## src/rtl/multicycle_ctrl.sv

```systemverilog
// multicycle_ctrl
//   Control FSM for the 8-bit four-register multi-cycle CPU. It steps each
//   instruction through fetch, decode, execute, memory and writeback, and
//   drives the datapath strobes for each step.
//   Instruction word: [7:6] opcode, [5:4] rs, [3:2] rt, [1:0] rd/imm2.
//   The jmp target is [5:0].
//
// Ports
//   clk, rst_n   clock (rising edge); asynchronous active-low reset
//   run          start/continue; only sampled in IDLE and when an instruction retires
//   instr        instruction word, taken into IR when mem_ack=1 in FETCH
//   mem_ack      memory handshake for the current mem_req
//   mem_req/we   memory request; we=1 marks a store
//   ir_we        IR load strobe
//   pc_we        PC update strobe
//   pc_src       PC source: 0 = PC+1, 1 = jump target
//   alu_src_imm  ALU operand B source: 1 = sign-extended imm2, 0 = register rt
//   reg_we       register file write strobe
//   reg_dst      write-back register: 1 = rd (add), 0 = rt (lw)
//   mem_to_reg   write-back data source: 1 = memory, 0 = ALU
//   state        current FSM state (debug)
//   fault        sticky memory-timeout flag
//   retired      number of completed instructions, wraps at 8 bits
module multicycle_ctrl #(
  parameter int unsigned MEM_WAIT_MAX = 15
) (
  input  logic       clk,
  input  logic       rst_n,
  input  logic       run,
  input  logic [7:0] instr,
  input  logic       mem_ack,
  output logic       mem_req,
  output logic       mem_we,
  output logic       ir_we,
  output logic       pc_we,
  output logic       pc_src,
  output logic       alu_src_imm,
  output logic       reg_we,
  output logic       reg_dst,
  output logic       mem_to_reg,
  output logic [2:0] state,
  output logic       fault,
  output logic [7:0] retired
);

  typedef enum logic [2:0] {
    S_IDLE   = 3'd0,
    S_FETCH  = 3'd1,
    S_DECODE = 3'd2,
    S_EXEC   = 3'd3,
    S_MEM    = 3'd4,
    S_WB     = 3'd5,
    S_FAULT  = 3'd6
  } state_t;

  localparam logic [1:0] OP_ADD = 2'b00;
  localparam logic [1:0] OP_LW  = 2'b01;
  localparam logic [1:0] OP_SW  = 2'b10;
  localparam logic [1:0] OP_JMP = 2'b11;

  // A timeout fires on the MEM_WAIT_MAX-th consecutive cycle without an ack.
  localparam logic [7:0] WAIT_LAST = 8'(MEM_WAIT_MAX - 1);

  state_t     state_q, state_d;
  logic [1:0] op_q;
  logic [7:0] wait_cnt;
  logic       fault_q;
  logic       retire;
  logic       wait_expired;

  assign state        = state_q;
  assign fault        = fault_q;
  assign wait_expired = (wait_cnt == WAIT_LAST);

  always_ff @(posedge clk or negedge rst_n) begin
    if (!rst_n) begin
      state_q  <= S_IDLE;
      op_q     <= OP_ADD;
      wait_cnt <= 8'd0;
      fault_q  <= 1'b0;
      retired  <= 8'd0;
    end else begin
      state_q <= state_d;
      if (ir_we) op_q <= instr[7:6];
      // mem_req is only high in FETCH/MEM. This clears the counter on entry
      // to those states, on every ack, and everywhere else.
      if (mem_req && !mem_ack) wait_cnt <= wait_cnt + 8'd1;
      else                     wait_cnt <= 8'd0;
      if (state_d == S_FAULT) fault_q <= 1'b1;
      if (retire)             retired <= retired + 8'd1;
    end
  end

  always_comb begin
    state_d     = state_q;
    mem_req     = 1'b0;
    mem_we      = 1'b0;
    ir_we       = 1'b0;
    pc_we       = 1'b0;
    pc_src      = 1'b0;
    alu_src_imm = 1'b0;
    reg_we      = 1'b0;
    reg_dst     = 1'b0;
    mem_to_reg  = 1'b0;
    retire      = 1'b0;
    case (state_q)
      S_IDLE: if (run) state_d = S_FETCH;
      S_FETCH: begin
        mem_req = 1'b1;
        if (mem_ack) begin
          ir_we   = 1'b1;
          pc_we   = 1'b1;
          state_d = S_DECODE;
        end else if (wait_expired) begin
          state_d = S_FAULT;
        end
      end
      S_DECODE: state_d = S_EXEC;
      S_EXEC: begin
        case (op_q)
          OP_ADD: state_d = S_WB;
          OP_LW, OP_SW: begin
            alu_src_imm = 1'b1;
            state_d     = S_MEM;
          end
          default: begin // OP_JMP
            pc_we  = 1'b1;
            pc_src = 1'b1;
            retire = 1'b1;
          end
        endcase
      end
      S_MEM: begin
        mem_req     = 1'b1;
        alu_src_imm = 1'b1;
        mem_we      = (op_q == OP_SW);
        if (mem_ack) begin
          if (op_q == OP_LW) state_d = S_WB;
          else               retire  = 1'b1;
        end else if (wait_expired) begin
          state_d = S_FAULT;
        end
      end
      S_WB: begin
        reg_we     = 1'b1;
        reg_dst    = (op_q == OP_ADD);
        mem_to_reg = (op_q == OP_LW);
        retire     = 1'b1;
      end
      S_FAULT: state_d = S_FAULT;
      default: state_d = S_IDLE;
    endcase
    // run is only looked at on instruction boundaries.
    if (retire) state_d = run ? S_FETCH : S_IDLE;
  end

endmodule

```

## config.mk

```make
export PLATFORM = sky130hd
export DESIGN_NAME = multicycle_ctrl
export DESIGN_NICKNAME = d
export VERILOG_FILES = /design/src/rtl/multicycle_ctrl.sv
export SDC_FILE = /design/constraint.sdc
export NUM_CORES = 1
export LEC_CHECK = 0
export ABC_CLOCK_PERIOD_IN_PS = 1850
export CAP_MARGIN = 20
export CORE_UTILIZATION = 48
export CTS_CLUSTER_SIZE = 10
export DETAILED_ROUTE_END_ITERATION = 7
export PLACE_DENSITY = 0.86
export SYNTH_ARGS = -nofsm -noshare
export SYNTH_HDL_FRONTEND = slang
export SYNTH_SLANG_ARGS = --single-unit
```

## constraint.sdc

```tcl
create_clock -name clk -period 1.85 [get_ports clk]
set_input_delay 0.37 -clock clk [delete_from_list [all_inputs] [get_ports clk]]
set_output_delay 0.37 -clock clk [all_outputs]
set_load 0.03 [all_outputs]
```

# [Word level (Yosys, flattened, before mapping)]
# Index checks and enable logic that the tools add are counted.
# W data, S select, Z words.
[word_totals] ff_bits=22 input_bits=12 wordCells=49
[classes] addsub=2 eq_ne=10 muxes=25 n_reduce_logical=7
[ops] operator="$pmux W3 S7" count=1
[ops] operator="$mux W3" count=6
[ops] operator="$add A8 B1 Y8 const B" count=2
[ops] operator="$mux W1" count=13
[ops] operator="$eq A3 B3 Y1 const B" count=4
[ops] operator="$eq A8 B4 Y1 const B" count=1
[ops] operator="$mux W8" count=1
[ops] operator="$eq A3 B2 Y1 const B" count=2
[ops] operator="$pmux W3 S2" count=1
[ops] operator="$pmux W1 S2" count=2
[ops] operator="$reduce_or A2 Y1" count=2
[ops] operator="$eq A3 B1 Y1 const B" count=1
[ops] operator="$logic_not A3 Y1" count=1
[ops] operator="$pmux W1 S3" count=1
[ops] operator="$reduce_or A3 Y1" count=1
[ops] operator="$eq A2 B1 Y1 const B" count=1
[ops] operator="$eq A2 B2 Y1 const B" count=1
[ops] operator="$logic_not A2 Y1" count=1
[ops] operator="$logic_and A1 B1 Y1" count=1
[ops] operator="$logic_not A1 Y1" count=1

# [Depth between registers and ports, before layout]
[logic_depth] word_depth=6 depth_mapped=7

# [Worst setup path after synthesis]
# Ideal clock, no wire load.
[synth_timing] path_type="reg-to-output" from="register state_q[2] (netlist: state[2])" to="output pc_we" t_arrival_ns=1.633 setup_slack_ns=-0.153 path_stages_with_launch=6 path_cell_list="dfrtp_1 buf_6 nor2_1 and3_1 clkbuf_1 or2_2"
[synth_via] elab_chain_cells=2 elab_cells_between_ends=3
[synth_rtl] element="start: declaration" line_no="64" text="state_t state_q, state_d;"
[synth_rtl] element="start signal: assignment" line_no="83" text="state_q <= state_d;"
[synth_rtl] element="$eq A3 B2 Y1 / $eq A3 B1 Y1 (equally long branches)" line_no="106" text="case (state_q)"
[synth_rtl] element="$pmux W1 S2 (*)" line_no="106"
[synth_rtl] element="end: declaration" line_no="35" text="output logic pc_we,"
# Mark *: on every way between the ends. The rest lies on a longest branch, timed or not.

# [Worst setup path in the final report]
[layout_timing] from="register state_q[0] (netlist: state[0])" to="output mem_we"
[layout_via] elab_chain_cells=2
[layout_rtl] element="$eq A3 B3 Y1" line_no="106"
[layout_rtl] element="$mux W1" line_no="106"
[layout_rtl] element="end: declaration" line_no="33" text="output logic mem_we,"
# Every way passes these cells.

==> summary.md <==
| Metric | Value |
|---|---|
| Area of the die | `2810 um2` |
| Multiplexer share of the synthesized area | `0.0120` |
| Warnings, synthesis | `0` |
| Max-Cap Viols | `0` |
| Power Total | `2.75 mW` |
| Highest ir drop seen on vdd | `0.00142 V` |
| Clock tree from TritonCTS | `built` |
| Basic-gate share of the synthesized area counting and, or, nand and nor cells | `0.247` |
| Number of cells produced by synthesis | `122` |
| Synth Net Count | `141` |
| Number of antenna violations at the first check in global routing | `0` |
| Mean Syn Cell Area | `10.2 um2` |
| Utilization of the core after routing | `0.702` |
| Number of buffers created by CTS | `3` |
| Final setup fails | `0` |
| Initial detailed-routing violation count | `19` |
| Post-route DRC | `0` |
| Part of the Yosys area used for sequential elements | `0.440` |
| Area fraction of the dominant cell type after synthesis | `0.440` |
| Fraction of synthesis flops using an asynchronous set or reset pin | `1.00` |
| Outcome | `complete, no violations` |
| Post-DRT Antenna Nets | `0` |
| Syn-to-layout area delta | `39.0%` |
| Crit path max fanout | `4` |
| Count of buffers from port buffering | `26` |
| Clock root buffer master | `sky130_fd_sc_hd__clkbuf_4` |
| Slew Limit Fails | `0` |
| Upper clock frequency limit | `542 MHz` |
| Post-Route Hold Slack | `381 ps` |
| Commonest cells in the synthesized netlist | `22 x sky130_fd_sc_hd__dfrtp_1, 13 x sky130_fd_sc_hd__nor2_1, 9 x sky130_fd_sc_hd__xnor2_1` |
| Half-perimeter wire length of the detailed placement result | `2200 um` |
| Accumulated negative setup slack | `0 ps` |
| Global-route wire length before repair | `4690 um` |
| Rows | `18` |
| Detailed-route wire length per cell | `15.7 um` |
| Top area cells in the synthesized netlist | `sky130_fd_sc_hd__dfrtp_1 44%, sky130_fd_sc_hd__ha_1 7.0%, sky130_fd_sc_hd__xnor2_1 6.3%, sky130_fd_sc_hd__nor2_1 3.9%, sky130_fd_sc_hd__xor2_1 2.8%` |
| Synthesis-stage register bit count | `22` |
| Final min period | `1850 ps` |
| Wirelength, routed | `3070 um` |
| Number of primary I/O pins | `33` |
| Final critical-path share of the clock period | `0.997` |
| Worst flop-to-flop path endpoint | `state[0]` |
| Unrepaired setup endpoints after global routing | `yes` |
| Congestion Overflow GR | `0` |
| Type of the tightest min-delay check | `primary input to asynchronous set/reset pin` |
| Antenna diode count | `0` |
| Die H | `53.0 um` |
| R2R depth | `9` |
| Pre-Repair DR Iteration Count | `4` |
| Max H-tree Level | `1` |
| Effective utilization at floorplan | `0.505` |
| Critical path capture point type | `output port` |
| Reported leakage power | `0.824 nW` |
| Share of layout cells above drive strength 1 | `0.307` |
| Critical path startpoint category | `register` |
| Overall global routing resource usage | `0.239` |
| Adder-cell share of the synthesized area | `0.0701` |
| Number of nets in the layout | `186` |
| CTS Hold Bufs | `0` |
| Main combinational cell family by area after synthesis | `simple AND/OR/NAND/NOR gates` |
| Endpoint arrival time on the critical path | `1480 ps` |
| DR vias | `1047` |
| Die W | `53.0 um` |
| Number of global-route vias before repair | `998` |
| Critical path type | `register to output port` |
| Required time worst endpoint | `1480 ps` |
| Syn Std Cell Area | `1250 um2` |
| Xor/xnor share of the synthesized area | `0.0911` |
| Final clock skew | `5.24 ps` |
| Transition time of the tightest slew-check pin | `324 ps` |
| Avg Vias per Cell | `5.34` |
| Max-Slew Margin vs Limit | `0.783` |
| Final weighted congestion in routability-driven placement | `0.827` |
| Clock transition time at the flip-flop clock pins of the worst setup and hold paths | `130 ps` |
| Most instantiated library cell after synthesis | `sky130_fd_sc_hd__dfrtp_1` |
| Area leader, netlist | `sky130_fd_sc_hd__dfrtp_1` |
| Minimum setup slack among reg-to-reg paths | `110 ps` |
| Commonest register cell after synthesis | `sky130_fd_sc_hd__dfrtp_1` |
| Clk sinks | `22` |
| Core region area | `2480 um2` |
| Total power density per cell area | `1580 nW/um2` |
| Number of different library cells in the post-synthesis netlist | `34` |
| Post-synthesis compound-gate area fraction | `0.0901` |
| Final hold violations | `0` |
| Worst R2R Start | `state[0]` |
| Largest net degree at the start of global routing | `23` |
| Clock insertion delay at the later pin of the skew report | `310 ps` |
| Maximum clock path buffer count | `2` |
| Number of enable flip-flop cells after synthesis | `0` |
==> cell type report <==
class | instances | area (um2)
Fill cell | 188 | 739
Multi-Input combinational cell | 90 | 673
Sequential cell | 22 | 551
Timing Repair Buffer | 45 | 403
Tap cell | 30 | 37.5
Clock inverter | 1 | 30.0
Clock buffer | 3 | 22.5
Inverter | 5 | 21.3
==> per-layer routing <==
layer  share of wire  global-route usage  vias to the layer above
met2            0.55               0.420                       23
met1            0.40               0.277                      520
met5               0                   0                        -
met3           0.026              0.0431                        8
met4           0.026               0.118                        0
li1                -                   -                      496
==> power by group <==
group / switching (mW) / internal [mW]
clock network: 0.156 / 0.219
logic: 0.888 / 0.766
registers: 0.128 / 0.593
==> sequential cells by signal, summed over array words and instances (netlist names) <==
signal	count
state	3
wait_cnt	8
retired	8
op_q	2
fault	1
==> through the flow <==
stage | area [um2] | setup slack (ps) | instances
finish | 1740 | 4.84 | 196
CTS | 1700 | 0.345 | 195
global placement | 1600 | -340 | 187
detailed placement | 1600 | -367 | 187
floorplan | 1260 | -73.7 | 122
global route | 1740 | -64.6 | 196
==> worst max-delay path, cell delays in order (launching register included) <==
cell	delay, ps
sky130_fd_sc_hd__dfrtp_1	410
sky130_fd_sc_hd__buf_6	120
sky130_fd_sc_hd__buf_8	110
sky130_fd_sc_hd__nand2b_4	160
sky130_fd_sc_hd__nor3b_2	180
sky130_fd_sc_hd__buf_4	180
==> kinds of logic (layout without fill, tap and decap cells) <==
logic type                 count (synthesis)  after routing
AOI/OAI and AO/OA                         16             16
xor gates and xnor gates                  13             13
adders and majority gates                  7              7
buffers and inverters                     10             54
DFF                                       22             22
muxes                                      1              1
and+or+nand+nor                           53             53
==> cell usage in the layout, fill, tap and decap left out, types with 2 or more instances in the layout <==
cell,count
sky130_fd_sc_hd__o211ai_1,2
sky130_fd_sc_hd__dfrtp_1,22
sky130_fd_sc_hd__a21oi_1,3
sky130_fd_sc_hd__inv_1,2
sky130_fd_sc_hd__nor2_1,13
sky130_fd_sc_hd__and2_1,2
sky130_fd_sc_hd__buf_4,22
sky130_fd_sc_hd__nand2_1,8
sky130_fd_sc_hd__xor2_1,4
sky130_fd_sc_hd__ha_1,7
sky130_fd_sc_hd__and2b_1,2
sky130_fd_sc_hd__and3b_2,2
sky130_fd_sc_hd__clkdlybuf4s50_1,11
sky130_fd_sc_hd__nand2b_1,3
sky130_fd_sc_hd__inv_2,2
sky130_fd_sc_hd__nand2b_4,2
sky130_fd_sc_hd__dlygate4sd2_1,5
sky130_fd_sc_hd__nand4_1,2
sky130_fd_sc_hd__nand3_1,6
sky130_fd_sc_hd__o21ai_0,5
sky130_fd_sc_hd__buf_6,5
sky130_fd_sc_hd__and3_1,4
sky130_fd_sc_hd__xnor2_1,9
sky130_fd_sc_hd__clkbuf_4,3
==> how the worst max path moves through the flow <==
stage / start / endpoint / slack (ps)
after floorplan: state[1] / pc_we / -70
after global placement: mem_ack / pc_we / -340
after detailed placement: mem_ack / pc_we / -370
after CTS: state[0] / mem_to_reg / 0.3
after global routing: state[2] / mem_to_reg / -60
final: state[0] / mem_we / 5
==> repair_timing <==
action | CTS | global route
pin swaps | 5 | 1
endpoints found under the setup margin | 11 | 8
buffers inserted | 4 | 1
gates resized for setup | 20 | 10
Power figures use the tool's default switching activity.
